$ cat config.mk
export PLATFORM = sky130hd
export DESIGN_NAME = trakball_quad_rx
export DESIGN_NICKNAME = d
export VERILOG_FILES = /design/src/rtl/trakball_pkg.sv /design/src/rtl/trak_axis_dec.sv /design/src/rtl/trakball_quad_rx.sv
export SDC_FILE = /design/constraint.sdc
export NUM_CORES = 1
export LEC_CHECK = 0
export ABC_AREA = 1
export BUFFER_PORTS_ARGS = -buffer_cell sky130_fd_sc_hd__buf_2
export CORE_ASPECT_RATIO = 1.2
export CORE_MARGIN = 4
export CORE_UTILIZATION = 48
export DETAILED_ROUTE_END_ITERATION = 10
export GPL_ROUTABILITY_DRIVEN = 0
export GPL_TIMING_DRIVEN = 0
export HOLD_SLACK_MARGIN = 0.05
export PLACE_DENSITY = 0.74
export SLEW_MARGIN = 15
export SYNTH_ARGS = -nofsm -noshare
export SYNTH_HDL_FRONTEND = slang
export SYNTH_SLANG_ARGS = --single-unit
$ cat constraint.sdc
create_clock -name clk -period 1.44 [get_ports clk]
set_clock_uncertainty 0.15 [all_clocks]
set_input_delay 0.072 -clock clk [delete_from_list [all_inputs] [get_ports clk]]
set_output_delay 0.072 -clock clk [all_outputs]
set_load 0.02 [all_outputs]
$ cat src/rtl/trakball_pkg.sv
// Shared constants for the trackball receiver: trakball_i bit positions,
// the default counter width and the snapshot FSM state type.
package trakball_pkg;

  localparam int unsigned CNT_W_DEF = 4;

  // Odd bit of each duplicated pair in trakball_i; the even bit sits one below.
  localparam int unsigned X_DIR  = 7;
  localparam int unsigned X_STEP = 5;
  localparam int unsigned Y_DIR  = 3;
  localparam int unsigned Y_STEP = 1;

  typedef enum logic {
    StIdle,
    StResp
  } snap_state_e;

endpackage

$ cat src/rtl/trak_axis_dec.sv
// One trackball axis: input synchroniser, optional stability filter (TRAK_RX_FILTER_EN),
// step edge detect, wrapping up/down counter and step pulse.
module trak_axis_dec
  import trakball_pkg::*;
#(
  parameter int unsigned CNT_W       = CNT_W_DEF,
  parameter int unsigned SYNC_STAGES = 2,
  parameter int unsigned FILT_CYC    = 4
) (
  input  logic             clk,
  input  logic             reset_n,
  input  logic             clr,
  input  logic [1:0]       step_pair,
  input  logic [1:0]       dir_pair,
  input  logic             up,
  output logic             dir,
  output logic             step,
  output logic [CNT_W-1:0] count,
  output logic             pair_mis
);

  if (SYNC_STAGES < 2 || FILT_CYC < 1) begin : g_param_err
    $error("trak_axis_dec: SYNC_STAGES must be >= 2 and FILT_CYC >= 1");
  end

  // Bit order inside each stage: {dir_odd, dir_even, step_odd, step_even}.
  logic [SYNC_STAGES-1:0][3:0] sync_q;
  logic [3:0]                  sync_out;

  always_ff @(posedge clk or negedge reset_n) begin
    if (!reset_n) begin
      sync_q <= '0;
    end else begin
      sync_q <= {sync_q[SYNC_STAGES-2:0], dir_pair, step_pair};
    end
  end

  assign sync_out = sync_q[SYNC_STAGES-1];
  assign pair_mis = (sync_out[3] ^ sync_out[2]) | (sync_out[1] ^ sync_out[0]);

  logic step_s;
  logic dir_s;

`ifdef TRAK_RX_FILTER_EN
  localparam int unsigned FW = $clog2(FILT_CYC + 1);

  logic [1:0]         raw;
  logic [1:0]         filt_q;
  logic [1:0][FW-1:0] fcnt_q;

  assign raw = {sync_out[3], sync_out[1]};

  // A bit is accepted once it has differed from the filtered value for FILT_CYC cycles.
  always_ff @(posedge clk or negedge reset_n) begin
    if (!reset_n) begin
      filt_q <= '0;
      fcnt_q <= '0;
    end else begin
      for (int b = 0; b < 2; b++) begin
        if (raw[b] == filt_q[b]) begin
          fcnt_q[b] <= '0;
        end else if (fcnt_q[b] == FW'(FILT_CYC - 1)) begin
          filt_q[b] <= raw[b];
          fcnt_q[b] <= '0;
        end else begin
          fcnt_q[b] <= fcnt_q[b] + FW'(1);
        end
      end
    end
  end

  assign step_s = filt_q[0];
  assign dir_s  = filt_q[1];
`else
  assign step_s = sync_out[1];
  assign dir_s  = sync_out[3];
`endif

  logic             step_prev_q;
  logic             step_q;
  logic [CNT_W-1:0] count_q;
  logic [CNT_W-1:0] count_d;
  logic             step_det;

  assign step_det = step_s ^ step_prev_q;

  always_comb begin
    count_d = count_q;
    if (clr) begin
      count_d = '0;
    end else if (step_det) begin
      count_d = up ? count_q + CNT_W'(1) : count_q - CNT_W'(1);
    end
  end

  always_ff @(posedge clk or negedge reset_n) begin
    if (!reset_n) begin
      step_prev_q <= 1'b0;
      step_q      <= 1'b0;
      count_q     <= '0;
    end else begin
      step_prev_q <= step_s;
      step_q      <= step_det;
      count_q     <= count_d;
    end
  end

  assign dir   = dir_s;
  assign step  = step_q;
  assign count = count_q;

endmodule

$ cat src/rtl/trakball_quad_rx.sv
// Trackball direction+step receiver: two axis decoders, cocktail flip, counter clear,
// snapshot read port and sticky pair-mismatch flag. Filter option: TRAK_RX_FILTER_EN.
module trakball_quad_rx
  import trakball_pkg::*;
#(
  parameter int unsigned CNT_W       = CNT_W_DEF,
  parameter int unsigned SYNC_STAGES = 2,
  parameter int unsigned FILT_CYC    = 4
) (
  input  logic             clk,
  input  logic             reset_n,
  input  logic [7:0]       trakball_i,
  input  logic             flip,
  input  logic             clr,
  input  logic             rd_req,
  input  logic             rd_sel,
  output logic             rd_valid,
  output logic [CNT_W:0]   rd_data,
  output logic [CNT_W-1:0] x_count,
  output logic [CNT_W-1:0] y_count,
  output logic             x_step,
  output logic             y_step,
  output logic             pair_err
);

  logic x_dir;
  logic y_dir;
  logic x_up;
  logic y_up;
  logic x_mis;
  logic y_mis;

  assign x_up = x_dir ^ flip;
  assign y_up = y_dir ^ flip;

  trak_axis_dec #(
    .CNT_W      (CNT_W),
    .SYNC_STAGES(SYNC_STAGES),
    .FILT_CYC   (FILT_CYC)
  ) u_x_dec (
    .clk      (clk),
    .reset_n  (reset_n),
    .clr      (clr),
    .step_pair(trakball_i[X_STEP -: 2]),
    .dir_pair (trakball_i[X_DIR -: 2]),
    .up       (x_up),
    .dir      (x_dir),
    .step     (x_step),
    .count    (x_count),
    .pair_mis (x_mis)
  );

  trak_axis_dec #(
    .CNT_W      (CNT_W),
    .SYNC_STAGES(SYNC_STAGES),
    .FILT_CYC   (FILT_CYC)
  ) u_y_dec (
    .clk      (clk),
    .reset_n  (reset_n),
    .clr      (clr),
    .step_pair(trakball_i[Y_STEP -: 2]),
    .dir_pair (trakball_i[Y_DIR -: 2]),
    .up       (y_up),
    .dir      (y_dir),
    .step     (y_step),
    .count    (y_count),
    .pair_mis (y_mis)
  );

  // Snapshot port: the live counter register is sampled, so a same-cycle step is not included.
  snap_state_e    state_q;
  snap_state_e    state_d;
  logic [CNT_W:0] rd_data_q;
  logic [CNT_W:0] rd_data_d;

  always_comb begin
    state_d   = state_q;
    rd_data_d = rd_data_q;
    case (state_q)
      StIdle:  state_d = rd_req ? StResp : StIdle;
      StResp:  state_d = rd_req ? StResp : StIdle;
      default: state_d = StIdle;
    endcase
    if (rd_req) begin
      rd_data_d = rd_sel ? {y_up, y_count} : {x_up, x_count};
    end
  end

  always_ff @(posedge clk or negedge reset_n) begin
    if (!reset_n) begin
      state_q   <= StIdle;
      rd_data_q <= '0;
    end else begin
      state_q   <= state_d;
      rd_data_q <= rd_data_d;
    end
  end

  assign rd_valid = (state_q == StResp);
  assign rd_data  = rd_data_q;

  // Mismatch must persist two cycles before it is flagged.
  logic mis_q;
  logic err_q;
  logic any_mis;

  assign any_mis = x_mis | y_mis;

  always_ff @(posedge clk or negedge reset_n) begin
    if (!reset_n) begin
      mis_q <= 1'b0;
      err_q <= 1'b0;
    end else begin
      mis_q <= any_mis;
      if (clr) begin
        err_q <= 1'b0;
      end else if (any_mis && mis_q) begin
        err_q <= 1'b1;
      end
    end
  end

  assign pair_err = err_q;

endmodule

Word-level counts from Yosys, hierarchy flattened. Index checks and enable logic that the tools add are counted.

Muxes and demuxes: 10. Bitwise logic cells: 11. Reductions and logical operators: 4. Add/sub/neg operators: 4.

Operators by type and width (count): $mux 4 (6); $add 4x1->4 const B (2); $sub 4x1->4 const B (2); $xor 1x1->1 (8); $reduce_bool 2->1 (3); $mux 5 (1); $mux 1 (3); $or 1x1->1 (3); $logic_and 1x1->1 (1).

Word-level logic and storage cells: 43. Bits in registers: 36.

Logic depth before layout (Yosys ltp).
Depth after elaboration: 6. Gate-level depth with buffers: 11. Depth with buffers taken out: 11.

Modules after synthesis. Synthesis repeated with hierarchy kept, for this count alone.

Cells, all modules: 157. Area, all modules: 1549.0 µm².

Modules (own cells, without submodules): trak_axis_dec (cells an instance 57, times used 2, area an instance 596.8 µm²); trakball_quad_rx (cells an instance 43, times used 1, area an instance 355.3 µm²).

Worst setup path before layout. No wires, ideal clock.

Path kind: reg-to-reg. Start: register u_y_dec.sync_q (netlist bit u_y_dec.sync_out[3]). End: register u_y_dec.count_q[3] (netlist: u_y_dec.count[3]). Cell stages (with the launch flop): 12. Setup time: 0.117 ns. Buffers on the path: 0. Arrival: 1.302 ns. Period minus slack after synthesis: 1.569 ns. Slack: -0.129 ns. Data required time: 1.173 ns. Cells stage by stage: dfrtp_1 > inv_1 > nand2_1 > nand2_2 > ha_1 > nand2_1 > inv_1 > nand3_1 > nand3_1 > nand2_1 > nand3_1 > nand2_1.

Word-level cells in the longest chain between the ends: 4.

Ends and longest elaborated chain: from (decl) (RTL line trak_axis_dec.sv:27) `logic [SYNC_STAGES-1:0][3:0] sync_q;`; from (signal assigned) (RTL line trak_axis_dec.sv:34) `sync_q <= {sync_q[SYNC_STAGES-2:0], dir_pair, step_pair};`; $xor 1x1->1 (RTL line trakball_quad_rx.sv:34) `assign y_up = y_dir ^ flip;`; $mux 4 (RTL line trak_axis_dec.sv:92) `count_d = up ? count_q + CNT_W'(1) : count_q - CNT_W'(1);`; $mux 4 (RTL line trak_axis_dec.sv:91) `end else if (step_det) begin`; $mux 4 (RTL line trak_axis_dec.sv:89) `if (clr) begin`; to (signal assigned) (RTL line trak_axis_dec.sv:104) `count_q <= count_d;`; to (decl) (RTL line trak_axis_dec.sv:81) `logic [CNT_W-1:0] count_q;`.

No other way between the ends. The select of a mux whose other input is x is not followed. A chain may end at the register's enable or synchronous reset.

Worst setup path after layout.
Start: register u_x_dec.sync_q (netlist bit u_x_dec.sync_out[3]). End: register u_x_dec.count_q[3] (netlist: u_x_dec.count[3]).

Word-level cells in the longest chain between the ends: 4.

Ends and longest elaborated chain: from (decl) (RTL line trak_axis_dec.sv:27); from (signal assigned) (RTL line trak_axis_dec.sv:34); $xor 1x1->1 (RTL line trakball_quad_rx.sv:33) `assign x_up = x_dir ^ flip;`; $mux 4 (RTL line trak_axis_dec.sv:92); $mux 4 (RTL line trak_axis_dec.sv:91); $mux 4 (RTL line trak_axis_dec.sv:89); to (signal assigned) (RTL line trak_axis_dec.sv:104); to (decl) (RTL line trak_axis_dec.sv:81).

No other way between the ends. The select of a mux whose other input is x is not followed.

==> metrics <==
Worst Tran Pin Value=774 ps; routed vias=1209; Core Region=3060 µm²; antenna-violating nets left=0; reg2reg setup slack=-160 ps; final WL=2990 µm; CTS tree=yes; run status=finished, violations left; fin util=66.8%; initial antenna violation count=0; clk_lat worst skew=~340 ps; WS Path Type=register to register; I/O Buffers=30; post-placement setup slack=-179 ps; hold path depth=5; hold crit path type=primary input to register; critical path peak fanout=4; commonest non-fill, non-tap cell in the layout=nand2_1; Critical R2R Capture=u_x_dec.count[3]; Gate Count Post-Synth=156; CP required=1520 ps; Total GRT Usage=roughly 17%; failing checks=negative setup slack; total CTS buffers=5; reg2reg start=u_x_dec.sync_out[3]; CP Launch Type=register; Final Max Slew Viols=0; Cell Rows=22; vias in the first global route=between 1000 and 1500; DRT Pass-1 Iters=4; Rel. slew slack=a little under 50%; Clock Sinks=36; die area=just over 4000 µm²; Initial Util=49.6%; Clk pin slew, worst setup/hold paths=around 110 ps; Final Hold Fails=0; Die W=59.3 µm; CP Capture Type=register; worst setup margin=-155 ps; gr ovfl total=0; Worst VDD drop=0.897 mV; Seq cells post-synth=36; Final #Nets=229; Post-Syn Nets=174; Arr. time, crit path=1680 ps; Detailed Route Iter0 Violations=47; Reg2Reg Depth=11; Leak=1.05 nW; endpoints failing setup=5; synthesized area=around 1500 µm²; Final Critical Period=about 1600 ps; fin crit share=111%; DPL Wire Length=2020 µm; DRC viols=0; die height=69.5 µm; Achievable Freq=627 MHz; maximum number of pins on one net before global-route repair=37; Hold Crit Start=flip; diode count=0; Seq/Total Area, Yosys=around three fifths; Distinct cells, synth=21; RSZ-0062 raised after global routing=yes; worst hold slack=44.9 ps; number of I/O pins=31; synthesis-to-layout area growth=34.7%; max cap viols=0; layout cells sized above 1=37.7%; Hold Path Sink=rd_data[4]; root buffer cell=clkbuf_4; synthesized area per cell=9.71 µm²; commonest cells after routing, fill and taps aside=nand2_1 (35), dfrtp_1 (34), buf_2 (30); Ys Warns=0; filler cell count=247; CTS Buffer Depth=2; Vias/cell=4.88; PwrDens=1130 nW/µm²; H-tree depth=2; routed len/inst=roughly 12 µm; first-pass GRT wire length=5240 µm
[critical path, stage by stage (launching register included)]
cell and delay, ps:
dfrtp_1 430, inv_2 80, nand2_4 90, nand2_4 60, ha_4 280, nand2_2 50, inv_2 50, nand3_2 70
nand3_2 60, nand2_1 50, nand3_1 60, nand2_1 50
[worst max path at each step]
stage	startpoint	endpoint	cells after the start
2_1_floorplan	u_x_dec.sync_out[3]	u_x_dec.count[3]	11
5_1_grt	u_x_dec.sync_out[3]	u_x_dec.count[3]	11
3_5_place_dp	u_y_dec.sync_out[3]	u_y_dec.count[3]	11
3_3_place_gp	u_x_dec.sync_out[3]	u_x_dec.count[3]	11
4_1_cts	u_y_dec.sync_out[3]	u_y_dec.count[3]	11
6_report	u_x_dec.sync_out[3]	u_x_dec.count[3]	11
[kinds of logic after synthesis]
logic type                 count (synthesis)  synth area share [%]
DFF                                       36                  59.5
xor gates and xnor gates                   9                  5.70
buffers and inverters                     26                  6.44
AOI/OAI and AO/OA                         12                  4.79
adders and majority gates                  4                  3.30
and+or+nand+nor                           69                  20.3
[synth_stat cells]
cell / number / area (µm²)
nand3_2: 4 / 40.0
inv_1: 23 / 86.3
o21ai_2: 1 / 8.76
nor2_1: 6 / 22.5
o31ai_1: 1 / 7.51
nand2_2: 2 / 12.5
nand2_1: 43 / 161
inv_2: 1 / 3.75
a21oi_1: 1 / 5.00
a31oi_1: 5 / 31.3
o21ai_1: 1 / 5.00
nand4_1: 1 / 6.26
dfrtp_1: 36 / 901
clkbuf_1: 1 / 3.75
o21ai_0: 3 / 15.0
nand3_1: 13 / 65.1
clkinv_1: 1 / 3.75
xor2_1: 2 / 17.5
ha_1: 4 / 50.1
xor2_2: 1 / 16.3
xnor2_1: 6 / 52.6
[metal layers]
layer  vias to the layer above  track usage [%]  part of all wire (%)
li1                        595                -                     -
met5                         -                0                     0
met4                         0             10.8                   3.6
met1                       563             19.7                    39
met3                        12             4.84                   6.2
met2                        39             26.1                    51
[flip-flops by register name, indices dropped and copies added, names as in the netlist]
register and cells:
rd_data 5, u_x_dec.count 4, u_x_dec.sync_out 4, u_x_dec.sync_q 4, u_y_dec.count 4, u_y_dec.sync_out 4
u_y_dec.sync_q 4, mis_q 1, pair_err 1, rd_valid 1, u_x_dec.step 1, u_x_dec.step_prev_q 1
u_y_dec.step 1, u_y_dec.step_prev_q 1
[timing repair]
action / 4_1_cts / 5_1_grt
endpoints found under the setup margin: 5 / 7
buffers inserted: 5 / 1
resized for setup: 10 / 13
pin swaps: 7 / 10
hold endpoints to repair: 58 / 0
hold buffers: 12 / 0
[final cells by class]
| class | count | area (µm²) | share of cell area, % |
|---|---|---|---|
| buffer | 1 | 3.75 | 0.184 |
| clock buffer | 6 | 41.3 | 2.02 |
| clock inverter | 2 | 12.5 | 0.613 |
| inverter | 25 | 93.8 | 4.60 |
| multi-input combinational | 94 | 626 | 30.7 |
| sequential | 36 | 903 | 44.3 |
| tap | 36 | 45.0 | 2.21 |
| timing repair buffer | 48 | 315 | 15.5 |
[report_power, final]
group          leakage, nW  total, mW  internal [mW]  switching, mW
Clock               0.0282      0.512          0.188          0.324
Sequential           0.428       1.19           1.10         0.0882
Combinational        0.596      0.604          0.261          0.343
[stage by stage]
step	TNS (ps)	area, µm²	cells	total power [mW]
2_1_floorplan	-143	1560	156	1.54
3_3_place_gp	-364	1750	222	1.70
3_5_place_dp	-518	1750	222	1.72
4_1_cts	-414	1990	247	2.29
5_1_grt	-1150	2040	248	2.47
6_report	-479	2040	248	2.31
Power figures use the tool's default switching activity.
